<file path="src/rtl/fir_mac_seq.sv">
// Sequencer for a time-multiplexed FIR: a sample-rate divider starts a LOAD/MAC/FLUSH
// walk over N+1 taps. Optional sticky overrun flag: define FIR_MAC_SEQ_OVERRUN_EN.
module fir_mac_seq #(
  parameter int N    = 10,
  parameter int FS   = 58000,
  parameter int FCLK = 50000000,
  localparam int AW  = ((N + 1) > 1) ? $clog2(N + 1) : 1
) (
  input  logic          clk,
  input  logic          rst,
  input  logic          en,
  output logic          sample_tick,
  output logic          x_we,
  output logic [AW-1:0] x_waddr,
  output logic [AW-1:0] x_raddr,
  output logic [AW-1:0] c_raddr,
  output logic          mac_clr,
  output logic          mac_en,
  output logic          y_valid,
  output logic          busy,
  output logic          overrun,
  output logic [1:0]    fsm_state
);

  localparam int DIV = FCLK / FS;
  localparam int CW  = (DIV > 1) ? $clog2(DIV) : 1;
  localparam logic [CW-1:0] DIV_LAST = CW'(DIV - 1);
  localparam logic [AW-1:0] LAST_TAP = AW'(N);
  localparam logic [AW:0]   TAPS     = (AW + 1)'(N + 1);

  typedef enum logic [1:0] {
    S_IDLE  = 2'd0,
    S_LOAD  = 2'd1,
    S_MAC   = 2'd2,
    S_FLUSH = 2'd3
  } state_t;

  state_t        state_q, state_d;
  logic [CW-1:0] cnt_q;
  logic [AW-1:0] wptr_q, base_q, k_q;
  logic [AW:0]   tap_sum;
  logic          tick, in_mac;

  // Sample-rate divider; en low parks the count at zero so restart is aligned.
  always_ff @(posedge clk) begin
    if (rst) begin
      cnt_q <= '0;
    end else if (en) begin
      cnt_q <= (cnt_q == DIV_LAST) ? '0 : cnt_q + 1'b1;
    end else begin
      cnt_q <= '0;
    end
  end

  assign tick        = en && (cnt_q == DIV_LAST);
  assign sample_tick = tick;
  assign busy        = (state_q != S_IDLE) || mac_en;
  assign fsm_state   = state_q;

  always_comb begin
    state_d = state_q;
    case (state_q)
      S_IDLE:  if (tick && !busy) state_d = S_LOAD;
      S_LOAD:  state_d = S_MAC;
      S_MAC:   if (k_q == LAST_TAP) state_d = S_FLUSH;
      S_FLUSH: state_d = S_IDLE;
      default: state_d = S_IDLE;
    endcase
  end

  // Newest sample sits at base; tap k reads (base - k) mod (N+1).
  assign in_mac  = (state_q == S_MAC);
  assign tap_sum = (k_q > base_q) ? ({1'b0, base_q} + TAPS - {1'b0, k_q})
                                  : ({1'b0, base_q} - {1'b0, k_q});

  always_comb begin
    x_we    = (state_q == S_LOAD);
    x_waddr = wptr_q;
    x_raddr = '0;
    c_raddr = '0;
    if (in_mac) begin
      x_raddr = tap_sum[AW-1:0];
      c_raddr = k_q;
    end
  end

  always_ff @(posedge clk) begin
    if (rst) begin
      state_q <= S_IDLE;
      wptr_q  <= '0;
      base_q  <= '0;
      k_q     <= '0;
      mac_en  <= 1'b0;
      mac_clr <= 1'b0;
      y_valid <= 1'b0;
    end else begin
      state_q <= state_d;
      // Accumulator controls trail the address phase by the RAM read latency.
      mac_en  <= in_mac;
      mac_clr <= in_mac && (k_q == '0);
      y_valid <= (state_q == S_FLUSH);
      if (state_q == S_LOAD) begin
        base_q <= wptr_q;
        wptr_q <= (wptr_q == LAST_TAP) ? '0 : wptr_q + 1'b1;
        k_q    <= '0;
      end else if (in_mac && (k_q != LAST_TAP)) begin
        k_q <= k_q + 1'b1;
      end
    end
  end

`ifdef FIR_MAC_SEQ_OVERRUN_EN
  logic drop;
  assign drop = tick && busy;

  always_ff @(posedge clk) begin
    if (rst) begin
      overrun <= 1'b0;
    end else if (drop) begin
      overrun <= 1'b1;
    end
  end
`else
  assign overrun = 1'b0;
`endif

endmodule

</file>
<file path="config.mk">
export PLATFORM = sky130hd
export DESIGN_NAME = fir_mac_seq
export DESIGN_NICKNAME = d
export VERILOG_FILES = /design/src/rtl/fir_mac_seq.sv
export SDC_FILE = /design/constraint.sdc
export NUM_CORES = 1
export LEC_CHECK = 0
export ABC_AREA = 1
export CORE_MARGIN = 2
export CORE_UTILIZATION = 35
export CTS_CLUSTER_DIAMETER = 30
export DETAILED_ROUTE_END_ITERATION = 8
export HOLD_SLACK_MARGIN = 0.08
export PLACE_DENSITY_LB_ADDON = 0.25
export SYNTH_ARGS = -nofsm -noshare
export SYNTH_HDL_FRONTEND = slang
export SYNTH_SLANG_ARGS = --single-unit
</file>
<file path="constraint.sdc">
create_clock -name clk -period 5.4 [get_ports clk]
set_input_delay 0.54 -clock clk [delete_from_list [all_inputs] [get_ports clk]]
set_output_delay 0.54 -clock clk [all_outputs]
set_load 0.1 [all_outputs]
</file>
==> results of run 1 <==
kinds of logic after synthesis:
group	share of synthesized area (%)
flops	34.1
fa+ha+maj	16.7
other cells	0.236
simple gates	24.2
xor+xnor	3.31
compound gates	10.7
buf+inv	10.7
report_power, final:
part / switching (mW) / total, mW / internal [mW]
Clock: 0.0605 / 0.113 / 0.0529
Sequential: 0.000855 / 0.200 / 0.200
Combinational: 0.00882 / 0.0117 / 0.00292
Total: 0.0702 / 0.326 / 0.255
routing by layer:
layer  routed length (um)  global-route usage, %
met2                 1190                   17.1
met1                 1580                   17.3
met5                    0                      0
met4                   63                   5.66
met3                  110                   1.41
cell usage after synthesis (all sizes together):
master   n  area (um^2)
nand3   10         60.1
ha      18          225
inv     40          150
dfxtp   27          541
nor3b    3         32.5
nand2   30          118
or2      2         12.5
conb     1         3.75
nor2    26          110
o21ai    9         45.0
o221ai   1         8.76
a21oi   12         60.1
fa       2         40.0
nor3     4         20.0
nor4     1         6.26
o21bai   1         7.51
buf      1         7.51
a211oi   1         7.51
o22ai    2         12.5
clkbuf   3         12.5
nand4    3         25.0
a31oi    2         12.5
xor2     5         43.8
xnor2    1         8.76
a221oi   1         8.76
o211ai   1         7.51
worst min-delay path by stage:
stage                   from  slack [ns]  cells past startpoint  endpoint
finish              cnt_q[0]        0.49                      1  cnt_q[0]
global route        cnt_q[0]        0.53                      1  cnt_q[0]
CTS                 cnt_q[0]        0.50                      1  cnt_q[0]
detailed placement  cnt_q[0]        0.48                      1  cnt_q[0]
global placement    cnt_q[0]        0.47                      1  cnt_q[0]
floorplan           cnt_q[0]        0.44                      1  cnt_q[0]
flip-flops by register name (all words and copies together) (netlist names):
name / cells
k_q: 4
cnt_q: 10
fsm_state: 2
base_q: 4
mac_en: 1
y_valid: 1
mac_clr: 1
x_waddr: 4
area by class of cell:
class	count	area, um^2	share of cell area [%]
Clock buffer	4	45.0	2.37
Multi-Input combinational cell	136	876	46.2
Timing Repair Buffer	22	220	11.6
Tap cell	52	65.1	3.43
Sequential cell	27	541	28.5
Inverter	40	150	7.92
stage by stage:
| stage | hold WS (ns) | power [mW] | std cells |
|---|---|---|---|
| 6_report | 0.495 | 0.326 | 281 |
| 3_3_place_gp | 0.471 | 0.217 | 277 |
| 4_1_cts | 0.502 | 0.331 | 281 |
| 5_1_grt | 0.529 | 0.338 | 281 |
| 3_5_place_dp | 0.480 | 0.217 | 277 |
| 2_1_floorplan | 0.444 | 0.214 | 207 |
==> key figures, run 1 <==
Layout
  • Area grow syn2layout: 19.6%
  • Layout cells sized above 1: 7.42%
  • Commonest non-fill, non-tap cell in the layout: inv_1
  • Final Util: 43.6%
  • Most frequent cells in the layout: inv_1, nand2_1, dfxtp_1, nor2_1, clkdlybuf4s50_1
  • Cell area after layout: 0.00190 mm^2
  • Diode count: 0
  • Nets@finish: 253
  • FILL cells: 430

STA
  • Final Max Slew Viols: 0
  • Worst Max-Slew Pin Slew: 0.976 ns
  • Final period util: 73.3%
  • RSZ-0062 raised after global routing: no
  • Fmax: 0.253 GHz
  • Final clock skew: 0.00126 ns
  • Min Tclk post-route: 3.96 ns
  • Final WS setup: 1.44 ns
  • Final hold vios: 0
  • Slew HR: 34.7%
  • Setup_tns: 0 ns
  • Final Setup Violations: 0

Min path
  • Hold WC Path Type: reg2reg

Setup path
  • Worst Path Arrival: 3.42 ns
  • CP Max Fanout: 6
  • Critical Path Start Type: register
  • Worst Reg2Reg Path Length in Cells: 8
  • Slowest CP cell: clkdlybuf4s50_1
  • Required time worst endpoint: 4.86 ns
  • CP endpoint: x_raddr[3]
  • CP startpoint: k_q[1]
  • R2r setup slk: 3.79 ns
  • R2R Path Start: fsm_state[0]
  • Slowest stage delay, CP: 1.14 ns
  • Critical Path End Type: primary output
  • Crit Path Category: reg2out
  • Worst path cell trace: inv_1 > ha_1 > ha_1 > inv_1 > fa_1 > or2_2 > nand3_1 > nand2_1 > a21oi_1 > clkdlybuf4s50_1
  • Worst path buffer plus inverter count: 3
  • Cell family with most CP delay: buffers and inverters
  • Total number of cells along the worst setup path: 10
  • Worst r2r dst: fsm_state[0]

Run status
  • Status: complete, no violations

Clock tree
  • Bufs on Longest Clock Path: 2
  • Post_cts resized: 0
  • Clk slew on worst S/H paths: 0.09 ns
  • Postcts setup bufs: 0
  • Sinks on Clock Net: 27
  • CTS tree: built
  • CTS hold repair buffers: 0
  • CTS buffer count: 3
  • H-Tree Depth: 1
  • Root Driver: clkbuf_8
  • Worst skew pair latency: 0.27 ns

Synthesis
  • Avg Cell Area, Syn: 7.66 um^2
  • Yosys cell types: 34
  • Cell count after synthesis: 207
  • Sequential share of the synthesized area: 34.1%
  • Synthesized area: 0.00159 mm^2
  • Net Count, Synth: 230
  • Synthesized flop and latch total: 27
  • Yosys warnings: 0

Die
  • Initial Utilization: 36.4%
  • Die area: 0.00509 mm^2
  • I/O pins: 24
  • Die Span Y: 71.3 um
  • Cell Rows: 24
  • Die width: 71.3 um
  • Core footprint: 0.00435 mm^2

Global route
  • Grt ovf: 0
  • Vias in the first global route: 1103
  • Initial antenna violation count: 0
  • First-pass GRT wire length: 4840 um
  • Total GRT Usage: 11.8%
  • Largest net degree at the start of global routing: 15

Place
  • Placed cell area: 0.00185 mm^2
  • Port bufs: 22
  • Place WS: 1.73 ns
  • Gpl congestion: 0.790
  • Detail Placement HPWL: 2340 um

Route
  • Drt wl/cell: 10.5 um
  • Post-route DRC violation count: 0
  • Final ANT Viol Nets: 0
  • First-iteration detailed-routing DRC count: 30
  • DR vias/cell: 4.56
  • Routed WL: 2950 um
  • First-pass detailed-route iteration total: 4
  • Via count: 1282

Power
  • IR drop worst, VDD: 0.0000964 V
  • Leak pwr: 0.797 nW
  • Pwr dens: 172 mW/mm^2

Job
  • Max cap viols: 0
(Power assumes the default switching activity.)
==> inputs of run 2 (changes only) <==
- clock period: 5.4 -> 4.1 ns (I/O delays scaled with it)
==> key figures, run 2 (synthesis gave the netlist of run 1 again) <==
Setup path
  • Critical Path Start Type: register
  • Worst path buffer plus inverter count: 3
  • Cell family with most CP delay: adder cells
  • Worst Path Arrival: 2.58 ns
  • Crit Path Category: reg2out
  • Worst path cell trace: inv_1 > ha_1 > ha_1 > inv_1 > fa_1 > or2_2 > nand3_1 > nand2_1 > a21oi_1 > buf_4
  • Slowest CP cell: dfxtp_1
  • Required time worst endpoint: 3.69 ns
  • Critical Path End Type: primary output
  • CP Max Fanout: 6
  • Slowest stage delay, CP: 0.45 ns

Global route
  • Vias in the first global route: 1212
  • Total GRT Usage: 12.9%
  • First-pass GRT wire length: 5220 um
  • Initial antenna violation count: 0
  • Grt ovf: 0
  • Largest net degree at the start of global routing: 16

Clock tree
  • H-Tree Depth: 1
  • CTS tree: built
  • CTS hold repair buffers: 0
  • Postcts setup bufs: 0
  • Worst skew pair latency: 0.28 ns
  • Post_cts resized: 0
  • Sinks on Clock Net: 27
  • Bufs on Longest Clock Path: 2
  • Clk slew on worst S/H paths: 0.09 ns
  • Root Driver: clkbuf_8
  • CTS buffer count: 3

STA
  • Final period util: 73.0%
  • Setup_tns: 0 ns
  • Worst Max-Slew Pin Slew: 0.973 ns
  • Final clock skew: 0.00370 ns
  • Slew HR: 34.9%
  • Final Setup Violations: 0
  • Min Tclk post-route: 2.99 ns
  • Final Max Slew Viols: 0
  • RSZ-0062 raised after global routing: no
  • Final hold vios: 0
  • Fmax: 0.334 GHz

Power
  • Leak pwr: 0.808 nW
  • Pwr dens: 228 mW/mm^2
  • IR drop worst, VDD: 0.000111 V

Route
  • Via count: 1287
  • Drt wl/cell: 10.6 um
  • First-iteration detailed-routing DRC count: 59
  • Routed WL: 2990 um
  • DR vias/cell: 4.58
  • Post-route DRC violation count: 0
  • Final ANT Viol Nets: 0
  • First-pass detailed-route iteration total: 4

Layout
  • Most frequent cells in the layout: inv_1, nand2_1, dfxtp_1, nor2_1
  • Nets@finish: 253
  • Diode count: 0
  • Max FFs per register: 10
  • Non-Filler Instances: 281
  • Largest Register: cnt_q
  • FILL cells: 434
  • Commonest non-fill, non-tap cell in the layout: inv_1
  • Layout cells sized above 1: 9.61%
  • Final Util: 43.4%
  • Area grow syn2layout: 19.0%

Die
  • Die Span Y: 71.3 um
  • Die area: 0.00509 mm^2
  • Initial Utilization: 36.4%
  • Die width: 71.3 um
  • Cell Rows: 24
  • I/O pins: 24
  • Core footprint: 0.00435 mm^2

Place
  • Port bufs: 22
  • Gpl congestion: 0.810
  • Detail Placement HPWL: 2330 um
  • Inst Count DP: 277

Run status
  • Status: complete, no violations

Min path
  • Hold WC Path Type: reg2reg

Job
  • Max cap viols: 0
[run 2: cell types whose count changed in the layout (fill, tap and decap cells not counted)]
cell	delta
buf_4	+4
clkbuf_1	-1
clkdlybuf4s50_1	-4
clkinv_2	+1
[run 2: metrics by stage]
stage | hold WS, ns | power, mW | instance area, um^2 | setup WS, ns
2_1_floorplan | 0.444 | 0.282 | 1590 | 0.464
3_3_place_gp | 0.463 | 0.286 | 1840 | 1.46
3_5_place_dp | 0.472 | 0.286 | 1840 | 1.42
4_1_cts | 0.495 | 0.437 | 1890 | 1.10
5_1_grt | 0.516 | 0.446 | 1890 | 0.976
6_report | 0.495 | 0.430 | 1890 | 1.11
[run 2: per-layer routing]
metal  up-vias  wire length (um)  track usage (%)
met5         -                 0                0
met4         0                73             6.92
met3         5                79             1.27
met2        19              1260             20.3
met1       564              1570             17.5
li1        699                 -                -
[run 2: path summary, 6_finish.rpt]
| check | start | end | cells after the start | slack [ns] |
|---|---|---|---|---|
| worst min register to register | cnt_q[0] | cnt_q[0] | 1 | 0.50 |
| worst max register to register | fsm_state[0] | fsm_state[0] | 8 | 2.45 |
| worst max-delay path | k_q[1] | x_raddr[3] | 10 | 1.11 |
| worst min-delay path | cnt_q[0] | cnt_q[0] | 1 | 0.50 |
[run 2: area by class of cell]
class / instances / area (um^2) / area share [%]
multi-input combinational: 136 / 876 / 46.4
tap: 52 / 65.1 / 3.45
clock buffer: 3 / 41.3 / 2.19
clock inverter: 1 / 5.00 / 0.265
inverter: 40 / 150 / 7.95
timing repair buffer: 22 / 210 / 11.1
sequential: 27 / 541 / 28.6
[run 2: report_power, final]
| group | internal, mW | leakage, nW | total [mW] | switching, mW |
|---|---|---|---|---|
| registers | 0.263 | 0.218 | 0.264 | 0.00107 |
| clock network | 0.0682 | 0.0255 | 0.151 | 0.0827 |
| logic | 0.00385 | 0.565 | 0.0154 | 0.0115 |
| total | 0.335 | 0.808 | 0.430 | 0.0952 |
